File: src/rtl/gp_arbiter_if.sv
// Requester and graphics-processor bus around gp_arbiter; master is the
// environment side (requesters + processor), slave is the arbiter.
interface gp_arbiter_if;
    logic [2:0]  req;
    logic [2:0]  opcode_in;
    logic [29:0] tl_x_in;
    logic [29:0] br_x_in;
    logic [26:0] tl_y_in;
    logic [26:0] br_y_in;
    logic [35:0] arg_in;
    logic [2:0]  gnt;
    logic [2:0]  done;
    logic        err;
    logic        busy;
    logic        gp_en;
    logic        gp_opcode;
    logic [9:0]  gp_tl_x;
    logic [9:0]  gp_br_x;
    logic [8:0]  gp_tl_y;
    logic [8:0]  gp_br_y;
    logic [11:0] gp_arg;
    logic        gp_finish;

    modport master (
        output req, opcode_in, tl_x_in, br_x_in, tl_y_in, br_y_in, arg_in, gp_finish,
        input  gnt, done, err, busy, gp_en, gp_opcode,
               gp_tl_x, gp_br_x, gp_tl_y, gp_br_y, gp_arg
    );

    modport slave (
        input  req, opcode_in, tl_x_in, br_x_in, tl_y_in, br_y_in, arg_in, gp_finish,
        output gnt, done, err, busy, gp_en, gp_opcode,
               gp_tl_x, gp_br_x, gp_tl_y, gp_br_y, gp_arg
    );
endinterface

File: src/rtl/gp_arbiter.sv
// Shares the rectangle-fill graphics processor among three requesters: picks a winner,
// latches and clips its command to the screen, and runs the gp_en/gp_finish handshake.
module gp_arbiter #(
    parameter bit          FIXED_PRIO = 1'b0,
    parameter int unsigned TIMEOUT    = 1_048_575,
    parameter int unsigned SCREEN_W   = 640,
    parameter int unsigned SCREEN_H   = 480
) (
    input logic         clk,
    input logic         rst_n,
    gp_arbiter_if.slave bus
);
    localparam int unsigned NREQ = 3;
    localparam int unsigned XW   = 10;
    localparam int unsigned YW   = 9;
    localparam int unsigned AW   = 12;
    localparam int unsigned CW   = 20;

    localparam logic [XW-1:0] X_MAX    = XW'(SCREEN_W - 1);
    localparam logic [YW-1:0] Y_MAX    = YW'(SCREEN_H - 1);
    localparam logic [CW-1:0] CNT_LAST = CW'(TIMEOUT - 1);

    typedef enum logic [1:0] {
        ST_IDLE,
        ST_BUSY,
        ST_RELEASE
    } state_t;

    typedef struct packed {
        logic          opcode;
        logic [XW-1:0] tl_x;
        logic [XW-1:0] br_x;
        logic [YW-1:0] tl_y;
        logic [YW-1:0] br_y;
        logic [AW-1:0] arg;
    } cmd_t;

    state_t          state_q, state_d;
    logic [1:0]      ptr_q, ptr_d;
    logic [1:0]      owner_q, owner_d;
    logic [CW-1:0]   cnt_q, cnt_d;
    cmd_t            cmd_q, cmd_d;
    logic [NREQ-1:0] gnt_q, gnt_d;
    logic [NREQ-1:0] done_q, done_d;
    logic            err_q, err_d;
    logic            en_q, en_d;
    logic            busy_q, busy_d;

    logic [1:0]      base, idx, win;
    logic            win_vld;
    logic [NREQ-1:0] win_oh, owner_oh;
    cmd_t            raw, cand;
    logic            reject;

    // Search order starts one past the last grant; fixed priority always starts at requester 0.
    always_comb begin
        base    = FIXED_PRIO ? 2'd2 : ptr_q;
        idx     = '0;
        win     = '0;
        win_vld = 1'b0;
        for (int unsigned k = 1; k <= NREQ; k++) begin
            idx = 2'((32'(base) + k) % NREQ);
            if (!win_vld && bus.req[idx]) begin
                win     = idx;
                win_vld = 1'b1;
            end
        end
    end

    assign win_oh   = NREQ'(1) << win;
    assign owner_oh = NREQ'(1) << owner_q;

    // Winner's command, bottom-right corner clamped to the screen, then range-checked.
    always_comb begin
        raw = '0;
        for (int unsigned i = 0; i < NREQ; i++) begin
            if (win == 2'(i)) begin
                raw.opcode = bus.opcode_in[i];
                raw.tl_x   = bus.tl_x_in[XW*i +: XW];
                raw.br_x   = bus.br_x_in[XW*i +: XW];
                raw.tl_y   = bus.tl_y_in[YW*i +: YW];
                raw.br_y   = bus.br_y_in[YW*i +: YW];
                raw.arg    = bus.arg_in[AW*i +: AW];
            end
        end
        cand = raw;
        if (raw.br_x > X_MAX) cand.br_x = X_MAX;
        if (raw.br_y > Y_MAX) cand.br_y = Y_MAX;
        reject = (cand.tl_x > cand.br_x) || (cand.tl_y > cand.br_y) ||
                 (32'(raw.tl_x) >= SCREEN_W) || (32'(raw.tl_y) >= SCREEN_H);
    end

    always_comb begin
        state_d = state_q;
        ptr_d   = ptr_q;
        owner_d = owner_q;
        cnt_d   = cnt_q;
        cmd_d   = cmd_q;
        gnt_d   = '0;
        done_d  = '0;
        err_d   = err_q;
        en_d    = en_q;
        case (state_q)
            ST_IDLE: begin
                // A late gp_finish from an aborted job must clear before the next grant.
                if (win_vld && !bus.gp_finish) begin
                    ptr_d   = win;
                    owner_d = win;
                    gnt_d   = win_oh;
                    if (reject) begin
                        done_d = win_oh;
                        err_d  = 1'b1;
                    end else begin
                        cmd_d   = cand;
                        en_d    = 1'b1;
                        cnt_d   = '0;
                        state_d = ST_BUSY;
                    end
                end
            end
            ST_BUSY: begin
                if (bus.gp_finish) begin
                    en_d    = 1'b0;
                    done_d  = owner_oh;
                    err_d   = 1'b0;
                    state_d = ST_RELEASE;
                end else if (cnt_q == CNT_LAST) begin
                    en_d    = 1'b0;
                    done_d  = owner_oh;
                    err_d   = 1'b1;
                    state_d = ST_RELEASE;
                end else begin
                    cnt_d = cnt_q + 1'b1;
                end
            end
            ST_RELEASE: begin
                if (!bus.gp_finish) state_d = ST_IDLE;
            end
            default: state_d = ST_IDLE;
        endcase
        busy_d = (state_d != ST_IDLE);
    end

    always_ff @(posedge clk or negedge rst_n) begin
        if (!rst_n) begin
            state_q <= ST_IDLE;
            ptr_q   <= 2'd2;
            owner_q <= '0;
            cnt_q   <= '0;
            cmd_q   <= '0;
            gnt_q   <= '0;
            done_q  <= '0;
            err_q   <= 1'b0;
            en_q    <= 1'b0;
            busy_q  <= 1'b0;
        end else begin
            state_q <= state_d;
            ptr_q   <= ptr_d;
            owner_q <= owner_d;
            cnt_q   <= cnt_d;
            cmd_q   <= cmd_d;
            gnt_q   <= gnt_d;
            done_q  <= done_d;
            err_q   <= err_d;
            en_q    <= en_d;
            busy_q  <= busy_d;
        end
    end

    assign bus.gnt       = gnt_q;
    assign bus.done      = done_q;
    assign bus.err       = err_q;
    assign bus.busy      = busy_q;
    assign bus.gp_en     = en_q;
    assign bus.gp_opcode = cmd_q.opcode;
    assign bus.gp_tl_x   = cmd_q.tl_x;
    assign bus.gp_br_x   = cmd_q.br_x;
    assign bus.gp_tl_y   = cmd_q.tl_y;
    assign bus.gp_br_y   = cmd_q.br_y;
    assign bus.gp_arg    = cmd_q.arg;
endmodule

File: src/flat_wrapper.sv
// flat-port wrapper written by rule: the top's interface ports become plain ports
module gp_arbiter_flat 
#(
    parameter bit          FIXED_PRIO = 1'b0,
    parameter int unsigned TIMEOUT    = 1_048_575,
    parameter int unsigned SCREEN_W   = 640,
    parameter int unsigned SCREEN_H   = 480
)
  (clk, rst_n, bus_req, bus_opcode_in, bus_tl_x_in, bus_br_x_in, bus_tl_y_in, bus_br_y_in, bus_arg_in, bus_gp_finish, bus_gnt, bus_done, bus_err, bus_busy, bus_gp_en, bus_gp_opcode, bus_gp_tl_x, bus_gp_br_x, bus_gp_tl_y, bus_gp_br_y, bus_gp_arg);
  gp_arbiter_if bus_i ();
  input logic clk;
  input logic rst_n;
  input wire logic [$bits(bus_i.req)-1:0] bus_req;
  input wire logic [$bits(bus_i.opcode_in)-1:0] bus_opcode_in;
  input wire logic [$bits(bus_i.tl_x_in)-1:0] bus_tl_x_in;
  input wire logic [$bits(bus_i.br_x_in)-1:0] bus_br_x_in;
  input wire logic [$bits(bus_i.tl_y_in)-1:0] bus_tl_y_in;
  input wire logic [$bits(bus_i.br_y_in)-1:0] bus_br_y_in;
  input wire logic [$bits(bus_i.arg_in)-1:0] bus_arg_in;
  input wire logic [$bits(bus_i.gp_finish)-1:0] bus_gp_finish;
  output wire logic [$bits(bus_i.gnt)-1:0] bus_gnt;
  output wire logic [$bits(bus_i.done)-1:0] bus_done;
  output wire logic [$bits(bus_i.err)-1:0] bus_err;
  output wire logic [$bits(bus_i.busy)-1:0] bus_busy;
  output wire logic [$bits(bus_i.gp_en)-1:0] bus_gp_en;
  output wire logic [$bits(bus_i.gp_opcode)-1:0] bus_gp_opcode;
  output wire logic [$bits(bus_i.gp_tl_x)-1:0] bus_gp_tl_x;
  output wire logic [$bits(bus_i.gp_br_x)-1:0] bus_gp_br_x;
  output wire logic [$bits(bus_i.gp_tl_y)-1:0] bus_gp_tl_y;
  output wire logic [$bits(bus_i.gp_br_y)-1:0] bus_gp_br_y;
  output wire logic [$bits(bus_i.gp_arg)-1:0] bus_gp_arg;
  assign bus_i.req = bus_req;
  assign bus_i.opcode_in = bus_opcode_in;
  assign bus_i.tl_x_in = bus_tl_x_in;
  assign bus_i.br_x_in = bus_br_x_in;
  assign bus_i.tl_y_in = bus_tl_y_in;
  assign bus_i.br_y_in = bus_br_y_in;
  assign bus_i.arg_in = bus_arg_in;
  assign bus_i.gp_finish = bus_gp_finish;
  assign bus_gnt = bus_i.gnt;
  assign bus_done = bus_i.done;
  assign bus_err = bus_i.err;
  assign bus_busy = bus_i.busy;
  assign bus_gp_en = bus_i.gp_en;
  assign bus_gp_opcode = bus_i.gp_opcode;
  assign bus_gp_tl_x = bus_i.gp_tl_x;
  assign bus_gp_br_x = bus_i.gp_br_x;
  assign bus_gp_tl_y = bus_i.gp_tl_y;
  assign bus_gp_br_y = bus_i.gp_br_y;
  assign bus_gp_arg = bus_i.gp_arg;
  gp_arbiter #(.FIXED_PRIO(FIXED_PRIO), .TIMEOUT(TIMEOUT), .SCREEN_W(SCREEN_W), .SCREEN_H(SCREEN_H)) u_core (.clk(clk), .rst_n(rst_n), .bus(bus_i));
endmodule
File: config.mk
export PLATFORM = sky130hd
export DESIGN_NAME = gp_arbiter_flat
export DESIGN_NICKNAME = d
export VERILOG_FILES = /design/src/rtl/gp_arbiter_if.sv /design/src/rtl/gp_arbiter.sv /design/src/flat_wrapper.sv
export SDC_FILE = /design/constraint.sdc
export NUM_CORES = 1
export LEC_CHECK = 0
export CAP_MARGIN = 10
export CORE_ASPECT_RATIO = 0.5
export CORE_MARGIN = 8
export CORE_UTILIZATION = 29
export CTS_BUF_LIST = sky130_fd_sc_hd__clkbuf_8
export CTS_CLUSTER_DIAMETER = 100
export CTS_CLUSTER_SIZE = 30
export DETAILED_ROUTE_END_ITERATION = 8
export PLACE_DENSITY = 0.57
export SYNTH_ARGS = -nofsm -noshare
export SYNTH_HDL_FRONTEND = slang
export SYNTH_SLANG_ARGS = --single-unit
File: constraint.sdc
create_clock -name clk -period 10.4 [get_ports clk]
set_input_delay 1.04 -clock clk [delete_from_list [all_inputs] [get_ports clk]]
set_output_delay 1.04 -clock clk [all_outputs]
set_load 0.01 [all_outputs]
### After elaboration in Yosys (flattened, before gate mapping)

Index checks and enable logic that the tools add are counted.

| word-level totals | value |
|---|---|
| output and inout port bits | 60 |
| flip-flop bits (word level) | 86 |
| input bits | 159 |

| operators by class | value |
|---|---|
| $lt $le $gt $ge | 9 |
| reduce and logical (&&, ||, !) cells | 18 |
| equality and inequality tests | 11 |
| div/mod/pow operators | 3 |
| $add $sub $neg | 4 |
| bitwise operators | 1 |
| shift operators | 2 |
| muxes and demuxes | 45 |

Operators by type and width:

| kind | number |
|---|---|
| $mux 51 | 3 |
| $mod 32x2->32 const B | 3 |
| $mux 20 | 4 |
| $pmux 20 s2 | 1 |
| $add 20x1->20 const B | 1 |
| $eq 20x20->1 const B | 1 |
| $mux 3 | 6 |
| $mux 2 | 8 |
| $mux 1 | 14 |
| $ge 10x10->1 const B | 1 |
| $gt 10x10->1 | 1 |
| $gt 10x10->1 const B | 1 |
| $mux 10 | 1 |
| $ge 9x9->1 const B | 1 |
| $gt 9x9->1 | 1 |
| $gt 9x9->1 const B | 1 |
| $lt 2x3->1 const B | 3 |
| $mux 9 | 1 |
| $reduce_and 4->1 | 2 |
| $add 2x2->3 const B | 2 |
| $bmux 1 s2 | 3 |
| $ne 2x2->1 const B | 3 |
| $pmux 2 s3 | 1 |
| $pmux 3 s2 | 1 |
| other kinds (16) | 29 |

### Longest topological paths before layout

| logic depth | value |
|---|---|
| depth after elaboration | 25 |
| gate-level depth with buffers | 23 |
| gate-level depth less buffers | 18 |

### Worst setup path before layout

No wires, ideal clock.

| timing | value |
|---|---|
| kind | in2reg |
| start point | in bus_req[1] |
| end point | reg u_core.cmd_q (netlist bit u_core.bus.gp_arg[0]) |
| setup slack | 5.771 ns |
| path buffers | 3 |
| stages on the path | 19 |
| library setup time | 0.127 ns |
| arrival | 4.502 ns |
| required time | 10.273 ns |
| cells stage by stage | mux2i_1 > nor2_1 > o41a_1 > buf_2 > nand3_1 > buf_2 > o221a_2 > and4_1 > nor2_1 > ha_1 > nor2b_1 > o21a_1 > o21bai_1 > a31oi_1 > nor3_1 > o221ai_2 > nor2_8 > buf_6 > mux2_1 |

| on the way | value |
|---|---|
| word-level cells in the longest chain between the ends | 21 |
| elaborated cells between the ends (all ways) | 36 |
| those cells by class | order compare (6); eq/ne (2); mux (17); bitwise (1); reduce/logical (10) |

RTL lines:

| item | RTL line | source |
|---|---|---|
| from (decl) | flat_wrapper.sv:13 | `input wire logic [$bits(bus_i.req)-1:0] bus_req;` |
| $bmux 1 s2 | gp_arbiter.sv:63 | `if (!win_vld && bus.req[idx]) begin` |
| $mux 1 (not written as such) | gp_arbiter.sv:63 |  |
| $mux 1 | gp_arbiter.sv:63 |  |
| $logic_not 1->1 | gp_arbiter.sv:63 |  |
| $logic_and 1x1->1 | gp_arbiter.sv:63 |  |
| $mux 1 | gp_arbiter.sv:63 |  |
| $logic_not 1->1 | gp_arbiter.sv:63 |  |
| $logic_and 1x1->1 | gp_arbiter.sv:63 |  |
| (+2 left out) | - |  |
| $mux 51 (3 in a row) | gp_arbiter.sv:77 | `if (win == 2'(i)) begin` |
| $gt 10x10->1 / $gt 9x9->1 (equally long branches) | gp_arbiter.sv:87, gp_arbiter.sv:88 |  |
| $mux 10 / $mux 9 (equally long branches) | gp_arbiter.sv:87, gp_arbiter.sv:88 |  |
| $gt 10x10->1 / $gt 9x9->1 (equally long branches) | gp_arbiter.sv:89 | `reject = (cand.tl_x > cand.br_x) \|\| (cand.tl_y > cand.br_y) \|\|` |
| $logic_or 1x1->1 (2 in a row) | gp_arbiter.sv:89 |  |
| $logic_or 1x1->1 | gp_arbiter.sv:90 | `(32'(raw.tl_x) >= SCREEN_W) \|\| (32'(raw.tl_y) >= SCREEN_H);` |
| $not 1->1 (no source line) | - |  |
| $reduce_and 3->1 (no source line) | - |  |
| to (signal assigned) | gp_arbiter.sv:161 | `cmd_q <= cmd_d;` |
| to (decl) | gp_arbiter.sv:42 | `cmd_t cmd_q, cmd_d;` |

Several ways; a longest one is shown, not always the timed one. The select of a mux whose other input is x is not followed.
A chain may end at the register's enable or synchronous reset.

==> impl_results.html <==
<table>
<tr><th>Metric</th><th>Value</th></tr>
<tr><th colspan="2">Clock network</th></tr>
<tr><td>Clock latency on the worst-skew pair</td><td>0.35 ns</td></tr>
<tr><td>Root Driver</td><td>sky130_fd_sc_hd__clkbuf_8</td></tr>
<tr><td>Clock buffer depth</td><td>2</td></tr>
<tr><td>Clock transition at the registers of the reported paths</td><td>0.08 ns</td></tr>
<tr><td>TritonCTS buffer count</td><td>9</td></tr>
<tr><td># H-tree levels</td><td>3</td></tr>
<tr><td>CTS Sinks</td><td>85</td></tr>
<tr><td>Post-CTS Hold Fix Bufs</td><td>0</td></tr>
<tr><td>CTS resizes</td><td>0</td></tr>
<tr><td>CTS tree</td><td>done</td></tr>
<tr><td>Postcts setup bufs</td><td>0</td></tr>
<tr><th colspan="2">Floorplan</th></tr>
<tr><td>Area inside the core boundary</td><td>0.0175 mm²</td></tr>
<tr><td>Starting density of the core</td><td>29.9%</td></tr>
<tr><td>Total die area</td><td>0.0229 mm²</td></tr>
<tr><td>Boundary pin count</td><td>219</td></tr>
<tr><td>Die width</td><td>206 µm</td></tr>
<tr><td>Die H</td><td>111 µm</td></tr>
<tr><td>Number of rows created at floorplan</td><td>34</td></tr>
<tr><th colspan="2">Global route</th></tr>
<tr><td>Global-route wire length before repair</td><td>29,700 µm</td></tr>
<tr><td>Maximum number of pins on one net before global-route repair</td><td>56</td></tr>
<tr><td>Met3 usage</td><td>3.76%</td></tr>
<tr><td>Global routing's busiest layer</td><td>met2</td></tr>
<tr><td>Global Route met2 Usage</td><td>29.2%</td></tr>
<tr><td>Overall track demand over capacity in global routing</td><td>16.6%</td></tr>
<tr><td>Initial antenna violation count</td><td>0</td></tr>
<tr><td>GR met1 Demand/Resource</td><td>20.3%</td></tr>
<tr><td>GR Overflow Total</td><td>0</td></tr>
<tr><td>Vias in the first global route</td><td>5,054</td></tr>
<tr><th colspan="2">Layout</th></tr>
<tr><td>Number of nets in the layout</td><td>957</td></tr>
<tr><td>Antenna Diode Count</td><td>0</td></tr>
<tr><td>Final core utilization</td><td>44.6%</td></tr>
<tr><td>Final cell count without fillers</td><td>1,011</td></tr>
<tr><td>Layout filler cell count</td><td>1,743</td></tr>
<tr><td>Area Growth Syn to Fin</td><td>48.9%</td></tr>
<tr><td>Share of layout cells above drive strength 1</td><td>6.56%</td></tr>
<tr><th colspan="2">Critical path</th></tr>
<tr><td>Critical Path Source Type</td><td>input port</td></tr>
<tr><td>Setup slack of the most critical reg-to-reg path</td><td>4.01 ns</td></tr>
<tr><td>Worst Setup End Kind</td><td>register</td></tr>
<tr><td>Arrival time of the worst setup path</td><td>6.89 ns</td></tr>
<tr><td>Maximum fanout along the worst path</td><td>55</td></tr>
<tr><td>Critical Setup Path Class</td><td>input port to register</td></tr>
<tr><td>Endpoint required time on the critical path</td><td>10.63 ns</td></tr>
<tr><th colspan="2">Synth</th></tr>
<tr><td>Share of synthesized area occupied by flip-flops and latches</td><td>40.6%</td></tr>
<tr><td>Post-synth EDFFs</td><td>0</td></tr>
<tr><td>Synthesized area per cell</td><td>9.22 µm²</td></tr>
<tr><td>Post-synthesis instance area</td><td>0.00525 mm²</td></tr>
<tr><td>Proportion of netlist area held by the largest area contributor</td><td>40.1%</td></tr>
<tr><td>Synth Warn #</td><td>0</td></tr>
<tr><td>Largest area contributor in the synthesized netlist</td><td>sky130_fd_sc_hd__dfrtp_1</td></tr>
<tr><td>Gate Count Post-Synth</td><td>569</td></tr>
<tr><td>Commonest cells in the netlist</td><td>sky130_fd_sc_hd__dfrtp_1 (84), sky130_fd_sc_hd__nand2_1 (82), sky130_fd_sc_hd__nor2_1 (70), sky130_fd_sc_hd__mux2_1 (29), sky130_fd_sc_hd__o21ai_0 (27)</td></tr>
<tr><td>Post-synthesis async set-or-reset flop share</td><td>100%</td></tr>
<tr><td>Register bit total from synthesis</td><td>85</td></tr>
<tr><td>Dominant register cell in the synthesized netlist</td><td>sky130_fd_sc_hd__dfrtp_1</td></tr>
<tr><td>Ranking of synthesized cells by area</td><td>sky130_fd_sc_hd__dfrtp_1 (40%), sky130_fd_sc_hd__mux2_1 (6.2%), sky130_fd_sc_hd__nand2_1 (5.9%)</td></tr>
<tr><td>Post-synth net total</td><td>752</td></tr>
<tr><td>Netlist cell types</td><td>60</td></tr>
<tr><td>Most frequently used cell type in the post-synthesis netlist</td><td>sky130_fd_sc_hd__dfrtp_1</td></tr>
<tr><th colspan="2">Status</th></tr>
<tr><td>Result of the run</td><td>finished, final reports clean</td></tr>
<tr><th colspan="2">Detailed routing</th></tr>
<tr><td>Aggregate routed wire length</td><td>19,300 µm</td></tr>
<tr><td>Via density per instance</td><td>4.91</td></tr>
<tr><td>DRT iter0 DRCs</td><td>361</td></tr>
<tr><td>Number of optimization iterations in the first detailed-route pass</td><td>5</td></tr>
<tr><td>Wire per inst</td><td>19.1 µm</td></tr>
<tr><td>Total number of vias</td><td>4,961</td></tr>
<tr><td>Remaining DRCs</td><td>0</td></tr>
<tr><td>Final antenna-violating net count</td><td>0</td></tr>
<tr><th colspan="2">Place</th></tr>
<tr><td>Post-DP HPWL</td><td>15,100 µm</td></tr>
<tr><td>Count of input and output buffers</td><td>218</td></tr>
<tr><td>Last weighted congestion value of the routability-driven placer</td><td>0.810</td></tr>
<tr><td>Pre-CTS setup slack</td><td>3.35 ns</td></tr>
<tr><td>Placed insts</td><td>997</td></tr>
<tr><th colspan="2">STA</th></tr>
<tr><td>Setup TNS</td><td>0 ns</td></tr>
<tr><td>Tmin final</td><td>6.66 ns</td></tr>
<tr><td>Final hold violation count</td><td>0</td></tr>
<tr><td>Part of the cycle the worst path needs</td><td>64.0%</td></tr>
<tr><td>Number of endpoints failing setup at the final stage</td><td>0</td></tr>
<tr><td>Slew Limit Fails</td><td>0</td></tr>
<tr><td>Worst Max-Slew Pin Slew</td><td>0.953 ns</td></tr>
<tr><td>Post-route worst setup slack</td><td>3.74 ns</td></tr>
<tr><td>Highest attainable clock frequency</td><td>0.150 GHz</td></tr>
<tr><td>Tightest slew margin relative to the limit</td><td>36.3%</td></tr>
<tr><td>Final Skew</td><td>0.0113 ns</td></tr>
<tr><td>Unrepaired setup endpoints after global routing</td><td>no</td></tr>
<tr><th colspan="2">Power</th></tr>
<tr><td>Static leakage</td><td>3.29 nW</td></tr>
<tr><td>Design Power</td><td>2.38 mW</td></tr>
<tr><td>Maximum vdd ir drop</td><td>0.145 mV</td></tr>
<tr><td>Power density over the cells</td><td>305 mW/mm²</td></tr>
<tr><th colspan="2">Worst hold path</th></tr>
<tr><td>Tightest Hold Check Type</td><td>register to register</td></tr>
<tr><th colspan="2">Run</th></tr>
<tr><td>Maxcap violations</td><td>0</td></tr>
</table>
area by class of cell:
| type | count | area, µm² | area share, % |
|---|---|---|---|
| Multi-Input combinational cell | 437 | 2890 | 37.0 |
| Timing Repair Buffer | 226 | 2240 | 28.7 |
| Sequential cell | 85 | 2130 | 27.2 |
| Tap cell | 234 | 293 | 3.75 |
| Clock buffer | 9 | 124 | 1.59 |
| Clock inverter | 5 | 77.6 | 0.993 |
| Inverter | 15 | 56.3 | 0.721 |
sequential cells by signal, indices dropped and copies added (netlist names), 2 cells and up:
register	cells
u_core.bus.gp_tl_y	9
u_core.bus.gp_tl_x	10
u_core.bus.gp_br_y	9
u_core.bus.done	3
u_core.bus.gnt	3
u_core.owner_q	2
u_core.bus.gp_arg	12
u_core.state_q	2
u_core.cnt_q	20
u_core.bus.gp_br_x	10
per-stage QoR:
step	hold WS (ns)	area, µm²
3_5_place_dp	0.474	7610
2_1_floorplan	0.473	5250
3_3_place_gp	0.467	7610
4_1_cts	0.494	7810
5_1_grt	0.510	7810
6_report	0.489	7810
cells by family after synthesis:
kind of cell | after synthesis | share of synthesized area, %
buffers and inverters | 47 | 4.34
AND/OR/NAND/NOR | 221 | 19.5
flip-flops | 85 | 40.6
XOR/XNOR | 19 | 3.17
multiplexers | 41 | 8.83
AO/OA/AOI/OAI | 132 | 17.8
adder cells (fa/ha/maj) | 24 | 5.73
layout by cell type, fill, tap and decap left out, types with 2 or more instances in the layout:
cell / n
sky130_fd_sc_hd__a31oi_1: 20
sky130_fd_sc_hd__nand2_1: 82
sky130_fd_sc_hd__nor3_1: 6
sky130_fd_sc_hd__and3_1: 2
sky130_fd_sc_hd__and2_1: 4
sky130_fd_sc_hd__bufinv_16: 2
sky130_fd_sc_hd__o21bai_1: 2
sky130_fd_sc_hd__mux2_1: 29
sky130_fd_sc_hd__clkdlybuf4s50_1: 217
sky130_fd_sc_hd__or2_2: 4
sky130_fd_sc_hd__o31ai_1: 16
sky130_fd_sc_hd__dfrtp_1: 84
sky130_fd_sc_hd__nor4_1: 2
sky130_fd_sc_hd__clkbuf_8: 9
sky130_fd_sc_hd__nor2_1: 69
sky130_fd_sc_hd__o21a_1: 6
sky130_fd_sc_hd__o32ai_1: 2
sky130_fd_sc_hd__o221a_2: 4
sky130_fd_sc_hd__ha_1: 24
sky130_fd_sc_hd__a221o_1: 4
sky130_fd_sc_hd__a21o_1: 3
sky130_fd_sc_hd__mux2i_1: 2
sky130_fd_sc_hd__xor2_1: 13
sky130_fd_sc_hd__nand2b_1: 9
sky130_fd_sc_hd__and4_1: 4
sky130_fd_sc_hd__nand3_1: 12
sky130_fd_sc_hd__buf_4: 9
sky130_fd_sc_hd__a21oi_1: 11
sky130_fd_sc_hd__o21ai_0: 27
sky130_fd_sc_hd__a22oi_1: 17
sky130_fd_sc_hd__nor2b_1: 8
sky130_fd_sc_hd__o22ai_1: 5
sky130_fd_sc_hd__xnor2_1: 6
sky130_fd_sc_hd__clkinv_2: 2
sky130_fd_sc_hd__nand4_1: 10
sky130_fd_sc_hd__a22o_1: 3
sky130_fd_sc_hd__o221ai_1: 2
sky130_fd_sc_hd__inv_1: 15
sky130_fd_sc_hd__mux2_2: 9
worst paths after layout:
check,endpoint,cells past startpoint,from
setup / recovery,u_core.bus.gp_br_x[9],16,bus_req[1]
hold / removal,u_core.bus.gp_arg[9],1,u_core.bus.gp_arg[9]
setup reg to reg,u_core.bus.gp_br_x[9],17,u_core.owner_q[0]
hold reg to reg,u_core.bus.gp_arg[9],1,u_core.bus.gp_arg[9]
max in group asynchronous,u_core.bus.gp_arg[1],2,rst_n
min in group asynchronous,u_core.bus.busy,1,rst_n
worst max-delay path, cell delays in order:
cell,delay (ns)
sky130_fd_sc_hd__clkdlybuf4s50_1,0.58
sky130_fd_sc_hd__mux2i_1,0.12
sky130_fd_sc_hd__nor2_1,0.27
sky130_fd_sc_hd__o41a_2,0.79
sky130_fd_sc_hd__nand3_1,0.70
sky130_fd_sc_hd__o221a_2,0.49
sky130_fd_sc_hd__and4_1,0.30
sky130_fd_sc_hd__or2_2,0.34
sky130_fd_sc_hd__ha_1,0.28
sky130_fd_sc_hd__nand4_1,0.10
sky130_fd_sc_hd__o32ai_1,0.22
sky130_fd_sc_hd__a31oi_1,0.11
sky130_fd_sc_hd__nor3_1,0.20
sky130_fd_sc_hd__o221ai_2,0.19
sky130_fd_sc_hd__nor2_8,0.70
sky130_fd_sc_hd__mux2_2,0.42
metal layers:
| layer | wire, µm | vias up |
|---|---|---|
| li1 | - | 2450 |
| met1 | 8430 | 2404 |
| met2 | 9930 | 95 |
| met3 | 702 | 12 |
| met4 | 248 | 0 |
| met5 | 0 | - |
power breakdown:
group	switching [mW]	total, mW	internal (mW)
logic	0.900	1.60	0.699
registers	0.0669	0.532	0.465
clock network	0.120	0.252	0.132
Note: power is estimated with default switching activity, not from simulation.
